==> src/rtl/vme_chan_regs_pkg.sv <==
`default_nettype none
// ============================================================================
// Module      : vme_chan_regs_pkg
// Description : Field offsets, limits and address-decode helpers shared by the
//               multi-channel VME control/status register bank.
// Revision    : 1.0 - initial release
// ============================================================================
package vme_chan_regs_pkg;

    // CTRL register fields
    localparam int EN_BIT     = 0;
    localparam int PULSE_BIT  = 1;
    localparam int VAL_LSB    = 2;

    // STAT register fields
    localparam int EVT_BIT    = 0;
    localparam int CNTCLR_BIT = 1;
    localparam int CNT_LSB    = 16;

    localparam logic [15:0] CNT_MAX = 16'hFFFF;

    // Even word addresses select CTRL, odd ones STAT
    function automatic logic addr_is_ctrl(input logic [31:0] addr);
        return ~addr[0];
    endfunction

    // Two words per channel
    function automatic int unsigned addr_chan(input logic [31:0] addr);
        return {1'b0, addr[31:1]};
    endfunction

endpackage
`default_nettype wire

==> src/rtl/vme_chan_regs_ch.sv <==
`default_nettype none
// ============================================================================
// Module      : vme_chan_regs_ch
// Description : One channel of the register bank: CTRL (enable, pulse, value)
//               and STAT (sticky event flag, saturating event counter).
// Revision    : 1.0 - initial release
// ============================================================================
module vme_chan_regs_ch
    import vme_chan_regs_pkg::*;
#(
    parameter int VAL_W = 10
) (
    input  logic             clk_i,
    input  logic             rst_ni,
    input  logic             ctrl_wr_i,
    input  logic             stat_wr_i,
    input  logic [31:0]      wr_data_i,
    input  logic             evt_i,
    output logic             en_o,
    output logic [VAL_W-1:0] val_o,
    output logic             pulse_o,
    output logic [31:0]      ctrl_rd_o,
    output logic [31:0]      stat_rd_o
);

    logic             en_q,    en_d;
    logic [VAL_W-1:0] val_q,   val_d;
    logic             pulse_q, pulse_d;
    logic             flag_q,  flag_d;
    logic [15:0]      cnt_q,   cnt_d;

    // Data bits above the value field carry no meaning for this channel
    logic unused_wdata;
    assign unused_wdata = &{1'b0, wr_data_i[31:VAL_W+2]};

    // Next-state: register writes, then event set/increment which take priority
    always_comb begin
        en_d    = en_q;
        val_d   = val_q;
        pulse_d = 1'b0;
        flag_d  = flag_q;
        cnt_d   = cnt_q;
        if (ctrl_wr_i) begin
            en_d    = wr_data_i[EN_BIT];
            val_d   = wr_data_i[VAL_LSB +: VAL_W];
            pulse_d = wr_data_i[PULSE_BIT];
        end
        if (stat_wr_i && wr_data_i[EVT_BIT]) begin
            flag_d = 1'b0;
        end
        if (evt_i) begin
            flag_d = 1'b1;
        end
        if (stat_wr_i && wr_data_i[CNTCLR_BIT]) begin
            cnt_d = '0;
        end
        if (evt_i && (cnt_d != CNT_MAX)) begin
            cnt_d = cnt_d + 16'd1;
        end
    end

    // Channel state registers
    always_ff @(posedge clk_i or negedge rst_ni) begin
        if (!rst_ni) begin
            en_q    <= 1'b0;
            val_q   <= '0;
            pulse_q <= 1'b0;
            flag_q  <= 1'b0;
            cnt_q   <= '0;
        end else begin
            en_q    <= en_d;
            val_q   <= val_d;
            pulse_q <= pulse_d;
            flag_q  <= flag_d;
            cnt_q   <= cnt_d;
        end
    end

    // Read-back images; undriven bits are zero
    always_comb begin
        ctrl_rd_o                     = '0;
        ctrl_rd_o[EN_BIT]             = en_q;
        ctrl_rd_o[VAL_LSB +: VAL_W]   = val_q;
        stat_rd_o                     = '0;
        stat_rd_o[EVT_BIT]            = flag_q;
        stat_rd_o[CNT_LSB +: 16]      = cnt_q;
    end

    assign en_o    = en_q;
    assign val_o   = val_q;
    assign pulse_o = pulse_q;

endmodule
`default_nettype wire

==> src/rtl/vme_chan_regs.sv <==
`default_nettype none
// ============================================================================
// Module      : vme_chan_regs
// Description : NCH-channel control/status register bank on the VME memory
//               bus, with address decode, error response and optional
//               write-in / read-out register stages.
// Revision    : 1.0 - initial release
// ============================================================================
module vme_chan_regs
    import vme_chan_regs_pkg::*;
#(
    parameter int NCH     = 4,
    parameter int VAL_W   = 10,
    parameter int PIPE_WR = 1,
    parameter int PIPE_RD = 1,
    parameter int ADDR_W  = 5
) (
    input  logic                 Clk,
    input  logic                 Rst_n,
    input  logic [ADDR_W-1:0]    VMEAddr,
    input  logic [31:0]          VMEWrData,
    input  logic                 VMEWrMem,
    input  logic                 VMERdMem,
    output logic [31:0]          VMERdData,
    output logic                 VMERdDone,
    output logic                 VMEWrDone,
    output logic                 VMEErr,
    output logic [NCH-1:0]       ch_en_o,
    output logic [NCH*VAL_W-1:0] ch_val_o,
    output logic [NCH-1:0]       ch_pulse_o,
    input  logic [NCH-1:0]       ch_evt_i
);

    localparam logic [31:0] N_WORDS = 32'(2 * NCH);

    logic              wr_req;
    logic [ADDR_W-1:0] wr_addr;
    logic [31:0]       wr_data;

    // ---------------- write-in stage ----------------
    if (PIPE_WR != 0) begin : g_wr_pipe
        logic              wr_q;
        logic [ADDR_W-1:0] addr_q;
        logic [31:0]       data_q;

        // Register the incoming write request
        always_ff @(posedge Clk or negedge Rst_n) begin
            if (!Rst_n) begin
                wr_q   <= 1'b0;
                addr_q <= '0;
                data_q <= '0;
            end else begin
                wr_q   <= VMEWrMem;
                addr_q <= VMEAddr;
                data_q <= VMEWrData;
            end
        end

        assign wr_req  = wr_q;
        assign wr_addr = addr_q;
        assign wr_data = data_q;
    end else begin : g_wr_bypass
        assign wr_req  = VMEWrMem;
        assign wr_addr = VMEAddr;
        assign wr_data = VMEWrData;
    end

    logic [31:0] wr_addr32;
    logic        wr_mapped;
    assign wr_addr32 = 32'(wr_addr);
    assign wr_mapped = wr_addr32 < N_WORDS;

    logic [31:0] ctrl_rd [NCH];
    logic [31:0] stat_rd [NCH];

    // ---------------- channel instances ----------------
    for (genvar c = 0; c < NCH; c++) begin : g_ch
        logic ctrl_wr;
        logic stat_wr;
        assign ctrl_wr = wr_req && wr_mapped && (addr_chan(wr_addr32) == 32'(c))
                         && addr_is_ctrl(wr_addr32);
        assign stat_wr = wr_req && wr_mapped && (addr_chan(wr_addr32) == 32'(c))
                         && !addr_is_ctrl(wr_addr32);

        vme_chan_regs_ch #(
            .VAL_W (VAL_W)
        ) u_ch (
            .clk_i     (Clk),
            .rst_ni    (Rst_n),
            .ctrl_wr_i (ctrl_wr),
            .stat_wr_i (stat_wr),
            .wr_data_i (wr_data),
            .evt_i     (ch_evt_i[c]),
            .en_o      (ch_en_o[c]),
            .val_o     (ch_val_o[c*VAL_W +: VAL_W]),
            .pulse_o   (ch_pulse_o[c]),
            .ctrl_rd_o (ctrl_rd[c]),
            .stat_rd_o (stat_rd[c])
        );
    end

    // ---------------- read decode and mux ----------------
    logic [31:0] rd_addr32;
    logic [31:0] rd_mux;
    logic        rd_err;
    assign rd_addr32 = 32'(VMEAddr);

    // Select the addressed register image; unmapped or idle reads give zero
    always_comb begin
        rd_mux = '0;
        rd_err = VMERdMem && !(rd_addr32 < N_WORDS);
        if (VMERdMem && (rd_addr32 < N_WORDS)) begin
            for (int c = 0; c < NCH; c++) begin
                if (addr_chan(rd_addr32) == 32'(c)) begin
                    rd_mux = addr_is_ctrl(rd_addr32) ? ctrl_rd[c] : stat_rd[c];
                end
            end
        end
    end

    logic        rd_done;
    logic [31:0] rd_data;
    logic        rd_err_out;

    // ---------------- read-out stage ----------------
    if (PIPE_RD != 0) begin : g_rd_pipe
        logic        done_q;
        logic [31:0] data_q;
        logic        err_q;

        // Register the read response
        always_ff @(posedge Clk or negedge Rst_n) begin
            if (!Rst_n) begin
                done_q <= 1'b0;
                data_q <= '0;
                err_q  <= 1'b0;
            end else begin
                done_q <= VMERdMem;
                data_q <= rd_mux;
                err_q  <= rd_err;
            end
        end

        assign rd_done    = done_q;
        assign rd_data    = data_q;
        assign rd_err_out = err_q;
    end else begin : g_rd_bypass
        assign rd_done    = VMERdMem;
        assign rd_data    = rd_mux;
        assign rd_err_out = rd_err;
    end

    assign VMERdDone = rd_done;
    assign VMERdData = rd_data;
    assign VMEWrDone = wr_req;
    assign VMEErr    = (wr_req && !wr_mapped) || rd_err_out;

endmodule
`default_nettype wire

==> config.mk <==
export PLATFORM = sky130hd
export DESIGN_NAME = vme_chan_regs
export DESIGN_NICKNAME = d
export VERILOG_FILES = /design/src/rtl/vme_chan_regs_pkg.sv /design/src/rtl/vme_chan_regs_ch.sv /design/src/rtl/vme_chan_regs.sv
export SDC_FILE = /design/constraint.sdc
export NUM_CORES = 1
export LEC_CHECK = 0
export ABC_AREA = 1
export BUFFER_PORTS_ARGS = -buffer_cell sky130_fd_sc_hd__buf_2
export CAP_MARGIN = 20
export CORE_UTILIZATION = 65
export CTS_CLUSTER_DIAMETER = 200
export DETAILED_ROUTE_END_ITERATION = 16
export PLACE_DENSITY = 0.89
export SYNTH_ARGS = -nofsm -noshare
export SYNTH_HDL_FRONTEND = slang
export SYNTH_HIERARCHICAL = 1
export SYNTH_SLANG_ARGS = --single-unit
==> constraint.sdc <==
create_clock -name Clk -period 6.4 [get_ports Clk]
set_input_delay 0.64 -clock Clk [delete_from_list [all_inputs] [get_ports Clk]]
set_output_delay 0.64 -clock Clk [all_outputs]
set_load 0.01 [all_outputs]
==> results.sh <==
export IMPL_insertedDiodeCount=0
export IMPL_grt_pass1_vias=10200
export IMPL_relSlewSlack=0.417
export IMPL_grt_pass1_wl_mm=49.5
export IMPL_rows=50
export IMPL_fin_crit_ns=3.45
export IMPL_drv_cap=0
export IMPL_ctsResizeCount=0
export IMPL_tightest_slew_ns=0.875
export IMPL_yosysWarnings=6
export IMPL_powerDensity_mw_per_mm2=242
export IMPL_die_area_sq_mm=0.0201
export IMPL_globalplace_congestion=0.932
export IMPL_fin_tns_setup_ns=0
export IMPL_dr_pass1_iters=8
export IMPL_clk_pin_slew_ns=0.07
export IMPL_io_pins=128
export IMPL_dp_hpwl_mm=20.9
export IMPL_drt_wl_total_mm=30.2
export IMPL_end_kind="register"
export IMPL_synth_area_sq_mm=0.0127
export IMPL_placedCellCount=2017
export IMPL_synthCells=1757
export IMPL_worstSetupStartpointType="register"
export IMPL_avgRoutedWirePerCell_microns=14.7
export IMPL_crit_fanout=27
export IMPL_slowest_delay_ns=0.41
export IMPL_ir_worst_vdd_uv=191
export IMPL_clock_root_buffer="clkbuf_16"
export IMPL_finish_utilization=0.678
export IMPL_status="finished clean"
export IMPL_skew_ns=0.00851
export IMPL_cts_hold_fix_buffers=0
export IMPL_h_tree_depth=4
export IMPL_rsz0062_at_grt="false"
export IMPL_io_buffers=107
export IMPL_timing_final_crit_share=0.539
export IMPL_die_w_microns=142
export IMPL_layout_nets=1826
export IMPL_drive_above_1_share=0.186
export IMPL_hp_class="in -> async"
export IMPL_crit_required_ns=6.77
export IMPL_mostFrequentLayoutCell="nand2_1"
export IMPL_crit_arrival_ns=3.82
export IMPL_antenna_found_initial=0
export IMPL_core_region_area_sq_mm=0.0189
export IMPL_viasPerCell=5.31
export IMPL_critPathKind="reg -> reg"
export IMPL_clock_latency_ns=0.43
export IMPL_final_cell_mix="557 x nand2_1, 168 x dfrtp_1, 163 x inv_1"
export IMPL_start_util=0.671
export IMPL_hold_viol=0
export IMPL_post_cts_buffers=0
export IMPL_grt_max_degree=115
export IMPL_cts_buffers=17
export IMPL_finalSetupViolCount=0
export IMPL_final_max_slew_viol_count=0
export IMPL_syn2layout_area_growth_pct=1.09
export IMPL_slowest_stage="nor2_2"
export IMPL_die_h_microns=142
export IMPL_ant_nets=0
export IMPL_power_leakage_nw=6.92
export IMPL_cts_tree="yes"
export IMPL_drc=0
export IMPL_worstPathCellList="or2_2 -> nor2_1 -> nand3_1 -> nor2_1 -> nand2_4 -> inv_1 -> nor2_1 -> ha_1 -> nand4_2 -> nor2_4 -> nand2_1 -> nor2_2 -> nor2_2 -> nand2_1 -> nand2_1"
export IMPL_avgSynthCellArea_sq_um=7.21
export IMPL_track_usage=0.313
export IMPL_fillers=1577
export IMPL_final_instance_count_excl_fill=2050
export IMPL_num_vias=10900
export IMPL_fmax_mhz=290
export IMPL_cts_sinks=168
export IMPL_clockBufferDepth=2
export IMPL_overflow=0
export IMPL_drt_iter0_markers=980
==> layer usage <==
| metal | part of all wire | track usage | vias to the layer above |
|---|---|---|---|
| met1 | 0.42 | 0.415 | 5090 |
| met5 | 0 | 0 | - |
| met2 | 0.48 | 0.509 | 527 |
| met4 | 0.029 | 0.127 | 0 |
| met3 | 0.079 | 0.0567 | 87 |
| li1 | - | - | 5172 |
==> state kept, by name (all words and copies together) (netlist names), 4 cells and up <==
| name | count |
|---|---|
| g_ch.u_ch/cnt_q | 64 |
| g_ch.u_ch/val_o | 40 |
| VMERdData | 32 |
| g_wr_pipe.data_q | 12 |
| g_wr_pipe.addr_q | 5 |
| g_ch.u_ch/en_o | 4 |
| g_ch.u_ch/flag_q | 4 |
| g_ch.u_ch/pulse_o | 4 |
==> worst max-delay path, delay by kind of cell (launching register included) <==
family	cells	cell delay [ns]
buf+inv	1	0.30
simple gates	13	2.42
fa+ha+maj	1	0.30
flops	1	0.36
==> worst paths after layout <==
path                            slack (ns)                            start                                end  cells after the start
min in group Clk                      0.31                     VMEWrData[5]      g_wr_pipe.data_q[5]$_DFF_PN0_                      1
worst min-delay path                  0.10                            Rst_n  g_ch[2].u_ch/val_o[7]$_DFFE_PN0P_                      1
worst min register to register        0.49  g_ch[2].u_ch/flag_q$_DFFE_PN0P_    g_ch[2].u_ch/flag_q$_DFFE_PN0P_                      2
worst max-delay path                  2.95    g_wr_pipe.addr_q[4]$_DFF_PN0_    g_ch[2].u_ch/cnt_q[7]$_DFF_PN0_                     15
max in group asynchronous             5.27                            Rst_n   g_ch[1].u_ch/cnt_q[12]$_DFF_PN0_                      2
worst max register to register        2.95    g_wr_pipe.addr_q[4]$_DFF_PN0_    g_ch[2].u_ch/cnt_q[7]$_DFF_PN0_                     15
==> cell type report <==
class	instances	area [sq um]	share of cell area
Inverter	173	649	0.0507
Clock inverter	11	114	0.00889
Clock buffer	21	460	0.0360
Timing Repair Buffer	116	632	0.0493
Multi-Input combinational cell	1301	6420	0.501
Sequential cell	168	4200	0.328
Tap cell	260	325	0.0254
==> metrics by stage <==
| stage | setup slack [ns] | hold slack, ns | instance area, sq um | total power, mW |
|---|---|---|---|---|
| floorplan | 3.92 | 0.344 | 13200 | 1.98 |
| global placement | 3.19 | 0.458 | 12200 | 2.04 |
| detailed placement | 3.05 | 0.467 | 12200 | 2.07 |
| CTS | 3.02 | 0.297 | 12800 | 3.09 |
| global route | 2.71 | 0.106 | 12800 | 3.25 |
| finish | 2.95 | 0.102 | 12800 | 3.09 |
==> power breakdown <==
group / internal [mW] / total, mW / switching (mW)
clock: 0.565 / 1.02 / 0.452
sequential: 1.19 / 1.37 / 0.174
combinational: 0.266 / 0.707 / 0.441
(Power assumes the default switching activity.)
